$ cat src/rtl/hdmi_in_roi_capture.sv
// hdmi_in_roi_capture: rebuilds pixel/line coordinates from a decoded HDMI
// input stream, crops a per-frame ROI window and streams the ROI pixels out
// through a first-word-fall-through FIFO. Also flags lines whose active
// length differs from IMG_WIDTH.
module hdmi_in_roi_capture #(
    parameter int unsigned IMG_WIDTH  = 1280,
    parameter int unsigned IMG_HEIGHT = 720,
    parameter int unsigned FIFO_DEPTH = 64
) (
    input  logic        hdmi_pclk,
    input  logic        s_rst_n,
    input  logic [23:0] hdmi_data,
    input  logic        hdmi_hs,
    input  logic        hdmi_vs,
    input  logic        hdmi_de,
    input  logic        roi_en,
    input  logic [15:0] roi_x,
    input  logic [15:0] roi_y,
    input  logic [15:0] roi_w,
    input  logic [15:0] roi_h,
    output logic [23:0] m_data,
    output logic        m_sof,
    output logic        m_eol,
    output logic        m_valid,
    input  logic        m_ready,
    output logic        frame_done,
    output logic        ovf,
    output logic        timing_err
);
    localparam int unsigned AW       = $clog2(FIFO_DEPTH);
    localparam logic [15:0] X_LAST   = 16'(IMG_WIDTH - 1);
    localparam logic [15:0] Y_LAST   = 16'(IMG_HEIGHT - 1);
    localparam logic [15:0] X_FULL   = 16'(IMG_WIDTH);
    localparam logic [15:0] Y_FULL   = 16'(IMG_HEIGHT);
    localparam logic [AW:0] OCC_FULL = (AW + 1)'(FIFO_DEPTH);

    typedef enum logic [1:0] {IDLE, CAPTURE, DRAIN} state_t;

    // hs carries no information this block needs
    logic unused_hs;
    assign unused_hs = hdmi_hs;

    // ---------------- stage 1: input registers ----------------
    logic [23:0] data_r1_q;
    logic        vs_r1_q, vs_r2_q, de_r1_q, de_r2_q;
    logic        sof, de_fall;

    // register the input stream once; the second vs/de stage only feeds edge detection
    always_ff @(posedge hdmi_pclk or negedge s_rst_n) begin
        if (!s_rst_n) begin
            data_r1_q <= '0;
            vs_r1_q   <= 1'b0;
            vs_r2_q   <= 1'b0;
            de_r1_q   <= 1'b0;
            de_r2_q   <= 1'b0;
        end else begin
            data_r1_q <= hdmi_data;
            vs_r1_q   <= hdmi_vs;
            vs_r2_q   <= vs_r1_q;
            de_r1_q   <= hdmi_de;
            de_r2_q   <= de_r1_q;
        end
    end

    assign sof     = vs_r1_q & ~vs_r2_q;
    assign de_fall = de_r2_q & ~de_r1_q;

    // ---------------- coordinates and line-length check ----------------
    logic [15:0] x_q, y_q;
    logic        timing_err_q;

    // x = column of the current stage-1 pixel; at a DE fall x holds the line length
    always_ff @(posedge hdmi_pclk or negedge s_rst_n) begin
        if (!s_rst_n) begin
            x_q          <= '0;
            y_q          <= '0;
            timing_err_q <= 1'b0;
        end else begin
            timing_err_q <= de_fall && (x_q != X_FULL);
            if (sof) begin
                x_q <= '0;
                y_q <= '0;
            end else if (de_fall) begin
                x_q <= '0;
                if (y_q != '1) y_q <= y_q + 16'd1;
            end else if (de_r1_q && x_q != '1) begin
                x_q <= x_q + 16'd1;
            end
        end
    end

    // ---------------- ROI window ----------------
    logic [16:0] xe_sum, ye_sum;
    logic [15:0] xe_d, ye_d;
    logic        roi_empty_d;
    logic [15:0] x0_q, y0_q, xe_q, ye_q;
    logic        roi_empty_q;

    // window end points in 17 bits so x+w cannot wrap, then clipped to the image
    always_comb begin
        xe_sum      = {1'b0, roi_x} + {1'b0, roi_w} - 17'd1;
        ye_sum      = {1'b0, roi_y} + {1'b0, roi_h} - 17'd1;
        xe_d        = (xe_sum > {1'b0, X_LAST}) ? X_LAST : xe_sum[15:0];
        ye_d        = (ye_sum > {1'b0, Y_LAST}) ? Y_LAST : ye_sum[15:0];
        roi_empty_d = (roi_w == '0) || (roi_h == '0) || (roi_x >= X_FULL) || (roi_y >= Y_FULL);
    end

    // latch the window once per frame at SOF
    always_ff @(posedge hdmi_pclk or negedge s_rst_n) begin
        if (!s_rst_n) begin
            x0_q        <= '0;
            y0_q        <= '0;
            xe_q        <= '0;
            ye_q        <= '0;
            roi_empty_q <= 1'b0;
        end else if (sof) begin
            x0_q        <= roi_x;
            y0_q        <= roi_y;
            xe_q        <= xe_d;
            ye_q        <= ye_d;
            roi_empty_q <= roi_empty_d;
        end
    end

    logic in_roi, sof_tag, eol_tag;

    // in-window test on the stage-1 pixel
    always_comb begin
        in_roi  = de_r1_q && !roi_empty_q && (y_q < Y_FULL) &&
                  (x_q >= x0_q) && (x_q <= xe_q) && (y_q >= y0_q) && (y_q <= ye_q);
        sof_tag = (x_q == x0_q) && (y_q == y0_q);
        eol_tag = (x_q == xe_q);
    end

    // ---------------- FSM ----------------
    state_t state_q, state_d;
    logic   capture_act, done_fire, drained, nopulse_q;
    logic   push_q, fifo_empty_q, m_valid_q;

    assign drained = fifo_empty_q && !m_valid_q && !push_q;

    // state register
    always_ff @(posedge hdmi_pclk or negedge s_rst_n) begin
        if (!s_rst_n) state_q <= IDLE;
        else          state_q <= state_d;
    end

    // next state; an SOF outside IDLE re-arms on the new window without flushing
    always_comb begin
        state_d = state_q;
        unique case (state_q)
            IDLE: begin
                if (sof && roi_en) state_d = CAPTURE;
            end
            CAPTURE: begin
                if (sof) state_d = roi_en ? CAPTURE : DRAIN;
                else if (de_fall && (roi_empty_q || y_q == ye_q)) state_d = DRAIN;
            end
            DRAIN: begin
                if (sof) state_d = roi_en ? CAPTURE : DRAIN;
                else if (drained) state_d = IDLE;
            end
            default: state_d = IDLE;
        endcase
    end

    // FSM outputs
    always_comb begin
        capture_act = (state_q == CAPTURE);
        done_fire   = (state_q == DRAIN) && !sof && drained && !nopulse_q;
    end

    // ---------------- stage 2: push ----------------
    logic [25:0] push_word_q;

    // registered push of {sof, eol, data}
    always_ff @(posedge hdmi_pclk or negedge s_rst_n) begin
        if (!s_rst_n) begin
            push_q      <= 1'b0;
            push_word_q <= '0;
        end else begin
            push_q      <= in_roi && capture_act;
            push_word_q <= {sof_tag, eol_tag, data_r1_q};
        end
    end

    // ---------------- FIFO with registered output word ----------------
    // occ counts memory entries plus the output register, so FIFO_DEPTH is the
    // total number of pixels held before drops start.
    logic [25:0] mem_q [FIFO_DEPTH];
    logic [AW:0] wr_ptr_q, wr_ptr_d, rd_ptr_q, rd_ptr_d, occ_q, occ_d;
    logic        fifo_full_q, wr_en, rd_en, pop_out;
    logic [25:0] m_word_q;

    // pointer and occupancy arithmetic
    always_comb begin
        wr_en    = push_q && !fifo_full_q;
        rd_en    = !fifo_empty_q && (!m_valid_q || m_ready);
        pop_out  = m_valid_q && m_ready;
        wr_ptr_d = wr_ptr_q + {{AW{1'b0}}, wr_en};
        rd_ptr_d = rd_ptr_q + {{AW{1'b0}}, rd_en};
        occ_d    = occ_q + {{AW{1'b0}}, wr_en} - {{AW{1'b0}}, pop_out};
    end

    // storage array, no reset needed
    always_ff @(posedge hdmi_pclk) begin
        if (wr_en) mem_q[wr_ptr_q[AW-1:0]] <= push_word_q;
    end

    // pointers, registered flags and the output stage
    always_ff @(posedge hdmi_pclk or negedge s_rst_n) begin
        if (!s_rst_n) begin
            wr_ptr_q     <= '0;
            rd_ptr_q     <= '0;
            occ_q        <= '0;
            fifo_full_q  <= 1'b0;
            fifo_empty_q <= 1'b1;
            m_valid_q    <= 1'b0;
            m_word_q     <= '0;
        end else begin
            wr_ptr_q     <= wr_ptr_d;
            rd_ptr_q     <= rd_ptr_d;
            occ_q        <= occ_d;
            fifo_full_q  <= (occ_d == OCC_FULL);
            fifo_empty_q <= (wr_ptr_d == rd_ptr_d);
            if (rd_en) begin
                m_word_q  <= mem_q[rd_ptr_q[AW-1:0]];
                m_valid_q <= 1'b1;
            end else if (pop_out) begin
                m_valid_q <= 1'b0;
            end
        end
    end

    // ---------------- status ----------------
    logic ovf_q, frame_done_q;

    // sticky overflow, completion pulse, and pulse suppression after an abandoned frame
    always_ff @(posedge hdmi_pclk or negedge s_rst_n) begin
        if (!s_rst_n) begin
            ovf_q        <= 1'b0;
            frame_done_q <= 1'b0;
            nopulse_q    <= 1'b0;
        end else begin
            ovf_q        <= (ovf_q & ~sof) | (push_q & fifo_full_q);
            frame_done_q <= done_fire;
            if (sof) nopulse_q <= (state_q != IDLE) && !roi_en;
        end
    end

    assign m_data     = m_word_q[23:0];
    assign m_eol      = m_word_q[24];
    assign m_sof      = m_word_q[25];
    assign m_valid    = m_valid_q;
    assign frame_done = frame_done_q;
    assign ovf        = ovf_q;
    assign timing_err = timing_err_q;

endmodule

$ cat config.mk
export PLATFORM = sky130hd
export DESIGN_NAME = hdmi_in_roi_capture
export DESIGN_NICKNAME = d
export VERILOG_FILES = /design/src/rtl/hdmi_in_roi_capture.sv
export SDC_FILE = /design/constraint.sdc
export NUM_CORES = 2
export LEC_CHECK = 0
export ABC_AREA = 1
export BUFFER_PORTS_ARGS = -buffer_cell sky130_fd_sc_hd__clkbuf_2
export CAP_MARGIN = 20
export CORE_ASPECT_RATIO = 1.1
export CORE_MARGIN = 2
export CORE_UTILIZATION = 42
export DETAILED_ROUTE_END_ITERATION = 7
export SLEW_MARGIN = 20
export SYNTH_ARGS = -nofsm -noshare
export SYNTH_HDL_FRONTEND = slang
export SYNTH_SLANG_ARGS = --single-unit
$ cat constraint.sdc
create_clock -name hdmi_pclk -period 7.96 [get_ports hdmi_pclk]
set_clock_uncertainty 0.15 [all_clocks]
set_input_delay 1.194 -clock hdmi_pclk [delete_from_list [all_inputs] [get_ports hdmi_pclk]]
set_output_delay 1.194 -clock hdmi_pclk [all_outputs]
set_load 0.005 [all_outputs]
---- After elaboration in Yosys (flattened, before gate mapping) ----
Memory sizes are Yosys's and may differ from the RTL's. A register that Yosys moved wholly into a read port is not among the register bits.
Index checks and enable logic that the tools add are counted.
operators by class
  add/subtract/negate cells ............... 10
  magnitude comparators ................... 9
  equal/unequal tests ..................... 14
  muxes and demuxes ....................... 19
  bitwise logic cells ..................... 8
  reduce and logical (&&, ||, !) cells .... 45
operators with widths
  kind                   count
  $mux 16                8
  $eq 16x16->1           4
  $add 16x16->17         2
  $sub 17x1->17 const B  2
  $add 16x1->16 const B  2
  $ge 16x16->1           2
  $le 16x16->1           2
  $logic_not 16->1       2
  $ne 16x16->1 const B   2
  $add 7x1->7            3
  $logic_and 1x1->1      21
  $gt 17x10->1 const B   1
  $gt 17x11->1 const B   1
  $ge 16x10->1 const B   1
  $ge 16x11->1 const B   1
  $lt 16x10->1 const B   1
  $ne 16x11->1 const B   1
  $mux 2                 6
  $logic_not 1->1        9
  $reduce_bool 2->1      4
  $eq 7x7->1             1
  $eq 7x7->1 const B     1
  $sub 7x1->7            1
  $pmux 2 s3             1
  other kinds (14)       26
storage, ports and cells
  flip-flop bits (word level) ............. 182
  bits in writable memories ............... 1664
  input bits .............................. 95
  output and inout bits ................... 30
  word-level logic and storage cells ...... 131
  memories ................................ 1
memories
  name   depth  bits a word  read ports  clocked after Yosys merged registers in  write ports  RTL line  text
  mem_q  64     26           1           1                                        1            190       logic [25:0] mem_q [FIFO_DEPTH];

---- Depth between registers and ports, before layout ----
  word-level depth ........................ 8
  mapped depth ............................ 21
  gate-level depth less buffers ........... 21

---- Least setup slack after synthesis ----
OpenSTA, ideal clock, no wires.
  kind .................................... register to register
  from .................................... register wr_ptr_q[2]
  to ...................................... memory mem_q[52][0], enable pin
  setup time .............................. 0.475 ns
  arrival time ............................ 3.400 ns
  required time ........................... 7.335 ns
  slack ................................... 3.935 ns
  cell stages (with the launch flop) ...... 4
  buffers on the path ..................... 1
  period minus slack after synthesis ...... 4.025 ns
  cells stage by stage .................... dfrtp_1 clkbuf_1 inv_1 nor4_1
RTL lines
  what                    RTL line  text
  from (decl)             191       logic [AW:0] wr_ptr_q, wr_ptr_d, rd_ptr_q, rd_ptr_d, occ_q, occ_d;
  from (signal assigned)  221       wr_ptr_q <= wr_ptr_d;
  to (decl)               190
No word-level cell before the write port.

==> results.md <==
* Row cnt at 166
* Fill cells at 16,500
* Cell family with most CP delay: buffers and inverters
* Post-Synth Simple-Gate Area at 0.122
* Num CTS Buffers at 191
* Mean post-synth cell area at 11.8 µm²
* TritonCTS clock tree: yes
* Final wirelength at 203,000 µm
* Final worst slack at 3.95 ns
* Setup TNS at 0 ns
* Worst Path Buf+Inv at 2
* Setup crit end kind: register
* Initial antenna violation count at 10
* Layout cell share with drive strength beyond 1 at 0.0900
* Commonest non-fill, non-tap cells in the layout: edfxtp_1 (1,664), nand2_1 (1,311), nor2_1 (727), o21ai_0 (673), inv_1 (355)
* R2R setup slack at 3.95 ns
* Syn Std Cell Area at 78,500 µm²
* Count of pins over their slew limit at 0
* #FFs+latches synth at 1,872
* Max Fclk at 249 MHz
* Mapped Cells at 6,666
* RD Place Congestion at 0.852
* Worst path cell trace: buf_12 -> buf_4 -> nand2_1 -> a21boi_0 -> o21ai_0 -> nor2_1 -> nand2_1 -> nand3_1 -> nand3_1 -> nand3_1 -> nand2_1
* Pre-CTS setup slack at 3.72 ns
* Height of the chip at 457 µm
* Die width at 416 µm
* Post-CTS resize count at 0
* Yosys cell types at 47
* Clock slew at reported path FFs at 0.06 ns
* Crit path required time at 8.58 ns
* Root Buffer: clkbuf_16
* Ant diodes at 0
* Critical path type: register to register
* Fin cells at 9,344
* DRT Pass-1 Iters at 6
* Area Overhead vs Synth at 12.3%
* CTS sink count at 1,872
* Slowest library cell on the worst path: dfrtp_4
* Worst min path class: primary input to asynchronous set/reset pin
* Post-layout nets at 6,978
* Fin crit period at 4.01 ns
* Synth Area in Compound Gates at 0.0962
* Gr ovfl total at 0
* Total number of vias at 50,500
* CTS Buffer Depth at 3
* Unrepaired setup endpoints after global routing: no
* Initial Utilization at 0.422
* Largest fanout on the critical path at 185
* Routed WL per cell at 21.8 µm
* 1st-iter DRT viols at 4,716
* Setup violators final at 0
* Layout Utilization at 0.474
* Total die area at 190,000 µm²
* Routed Antenna Nets at 0
* VDD IR-drop max at 0.392 mV
* GRT Total Usage at 0.211
* Worst EP arrival at 4.63 ns
* Post-Synth Adder-Cell Area at 0.0231
* Seq/Total Area, Yosys at 0.703
* Period utilization at 0.504
* DR vias/cell at 5.41
* Hold buffers post-CTS at 0
* Setup Fix Bufs, Post-CTS at 0
* Post-synthesis mux area share at 0.0133
* Max-slew headroom at 0.244
* Status: finished, final reports clean
* H-tree depth reported by CTS at 4
* Total leakage power at 0.0323 µW
* Largest net degree at the start of global routing at 186
* Synth Net Count at 6,904
* First-pass GRT wire length at 304,000 µm
* Worst-margin pin slew at 1.13 ns
* Largest family of logic cells by synthesized area: simple AND/OR/NAND/NOR gates
* Startpoint types: register
* Crit path largest cell delay at 0.83 ns
* Ys Warns at 0
* DR DRC count at 0
* Tot Pwr at 28,100 µW
* Worst-Skew Late Latency at 0.83 ns
* Core Region at 186,000 µm²
* Commonest non-fill, non-tap cell in the layout: edfxtp_1
* Final-report hold violation count at 0
* Buffers on Ports at 123
* # Max-Cap Violations at 0
* Placed wire-length estimate at 113,000 µm
* PwrDens at 318 nW/µm²
* Vias in the first global route at 48,600
* Placed Cells at 8,973
* IO Pins at 125
* Post-synthesis xor/xnor area fraction at 0.00290
path summary, 6_finish.rpt:
kind                                     from               to  depth (start not counted)
worst max-delay path              rd_ptr_q[0]     m_word_q[17]                         11
worst min-delay path                  s_rst_n     data_r1_q[7]                          1
worst max register to register    rd_ptr_q[0]     m_word_q[17]                         11
worst min register to register  data_r1_q[13]  push_word_q[13]                          0
max in group asynchronous             s_rst_n  push_word_q[24]                          2
min in group hdmi_pclk          data_r1_q[13]  push_word_q[13]                          0
power breakdown:
part	internal [µW]	switching [µW]	total, µW
clock network	4960	3820	8780
registers	10800	315	11200
logic	2280	5840	8110
flip-flops by register name, indices dropped and copies added, names as in the netlist, 2 cells and up:
register and flops:
data_r1_q 24, ye_q 16, y0_q 16, push_word_q 26, x0_q 16, m_word_q 26, y_q 16, occ_q 7
mem_q 1664, rd_ptr_q 7, xe_q 16, wr_ptr_q 7, x_q 16, state_q 2
layout make-up:
type	count	area [µm²]	area share
clock buffers	257	5220	0.0593
clock inverters	104	942	0.0107
inverters	364	1390	0.0158
multi-input cells	4076	20500	0.233
flip-flops and latches	1872	55200	0.627
well taps	2436	3050	0.0346
repair buffers	235	1750	0.0198
metal layers:
layer / routed length (µm) / track usage / vias up / part of all wire
met5: 9 / 0 / - / 0.000044
met4: 6270 / 0.0725 / 2 / 0.031
met3: 12700 / 0.0335 / 322 / 0.062
met2: 99100 / 0.354 / 1599 / 0.49
met1: 85400 / 0.277 / 25000 / 0.42
li1: - / - / 23600 / -
logic make-up after synthesis:
kind of cell             count (synthesis)
AND/OR/NAND/NOR                       2413
flip-flops                            1872
AO/OA/AOI/OAI                         1390
buffers and inverters                  718
adder cells (fa/ha/maj)                143
multiplexers                           104
XOR/XNOR                                26
metrics by stage:
step	hold WS, ns	cell area, µm²
floorplan	0.181	78500
global placement	0.181	81700
detailed placement	0.185	81700
CTS	0.153	87900
global route	0.196	88100
finish	0.128	88100
cells in the mapped netlist (all sizes together):
master	number	area, µm²
a211oi	4	30.0
a21boi	106	796
a21o	1	7.51
a21oi	340	1700
a22o	1	8.76
a22oi	1	7.51
a31o	1	8.76
a31oi	5	31.3
and2	3	18.8
and3	2	12.5
buf	165	1010
clkbuf	189	711
clkinv	1	3.75
dfrtp	207	5180
dfstp	1	26.3
edfxtp	1664	50000
fa	3	60.1
ha	140	1750
inv	363	1360
mux2i	104	1040
nand2	1313	4930
nand3	215	1080
nand3b	9	67.6
nand4	29	181
nor2	787	2960
nor3	26	130
nor3b	1	7.51
nor4	21	131
nor4b	1	8.76
o211ai	3	22.5
o21a	3	22.5
o21ai	706	3530
o21bai	8	60.1
o22ai	211	1320
or2	6	37.5
xnor2	4	35.0
xor2	22	193
(Power assumes the default switching activity.)
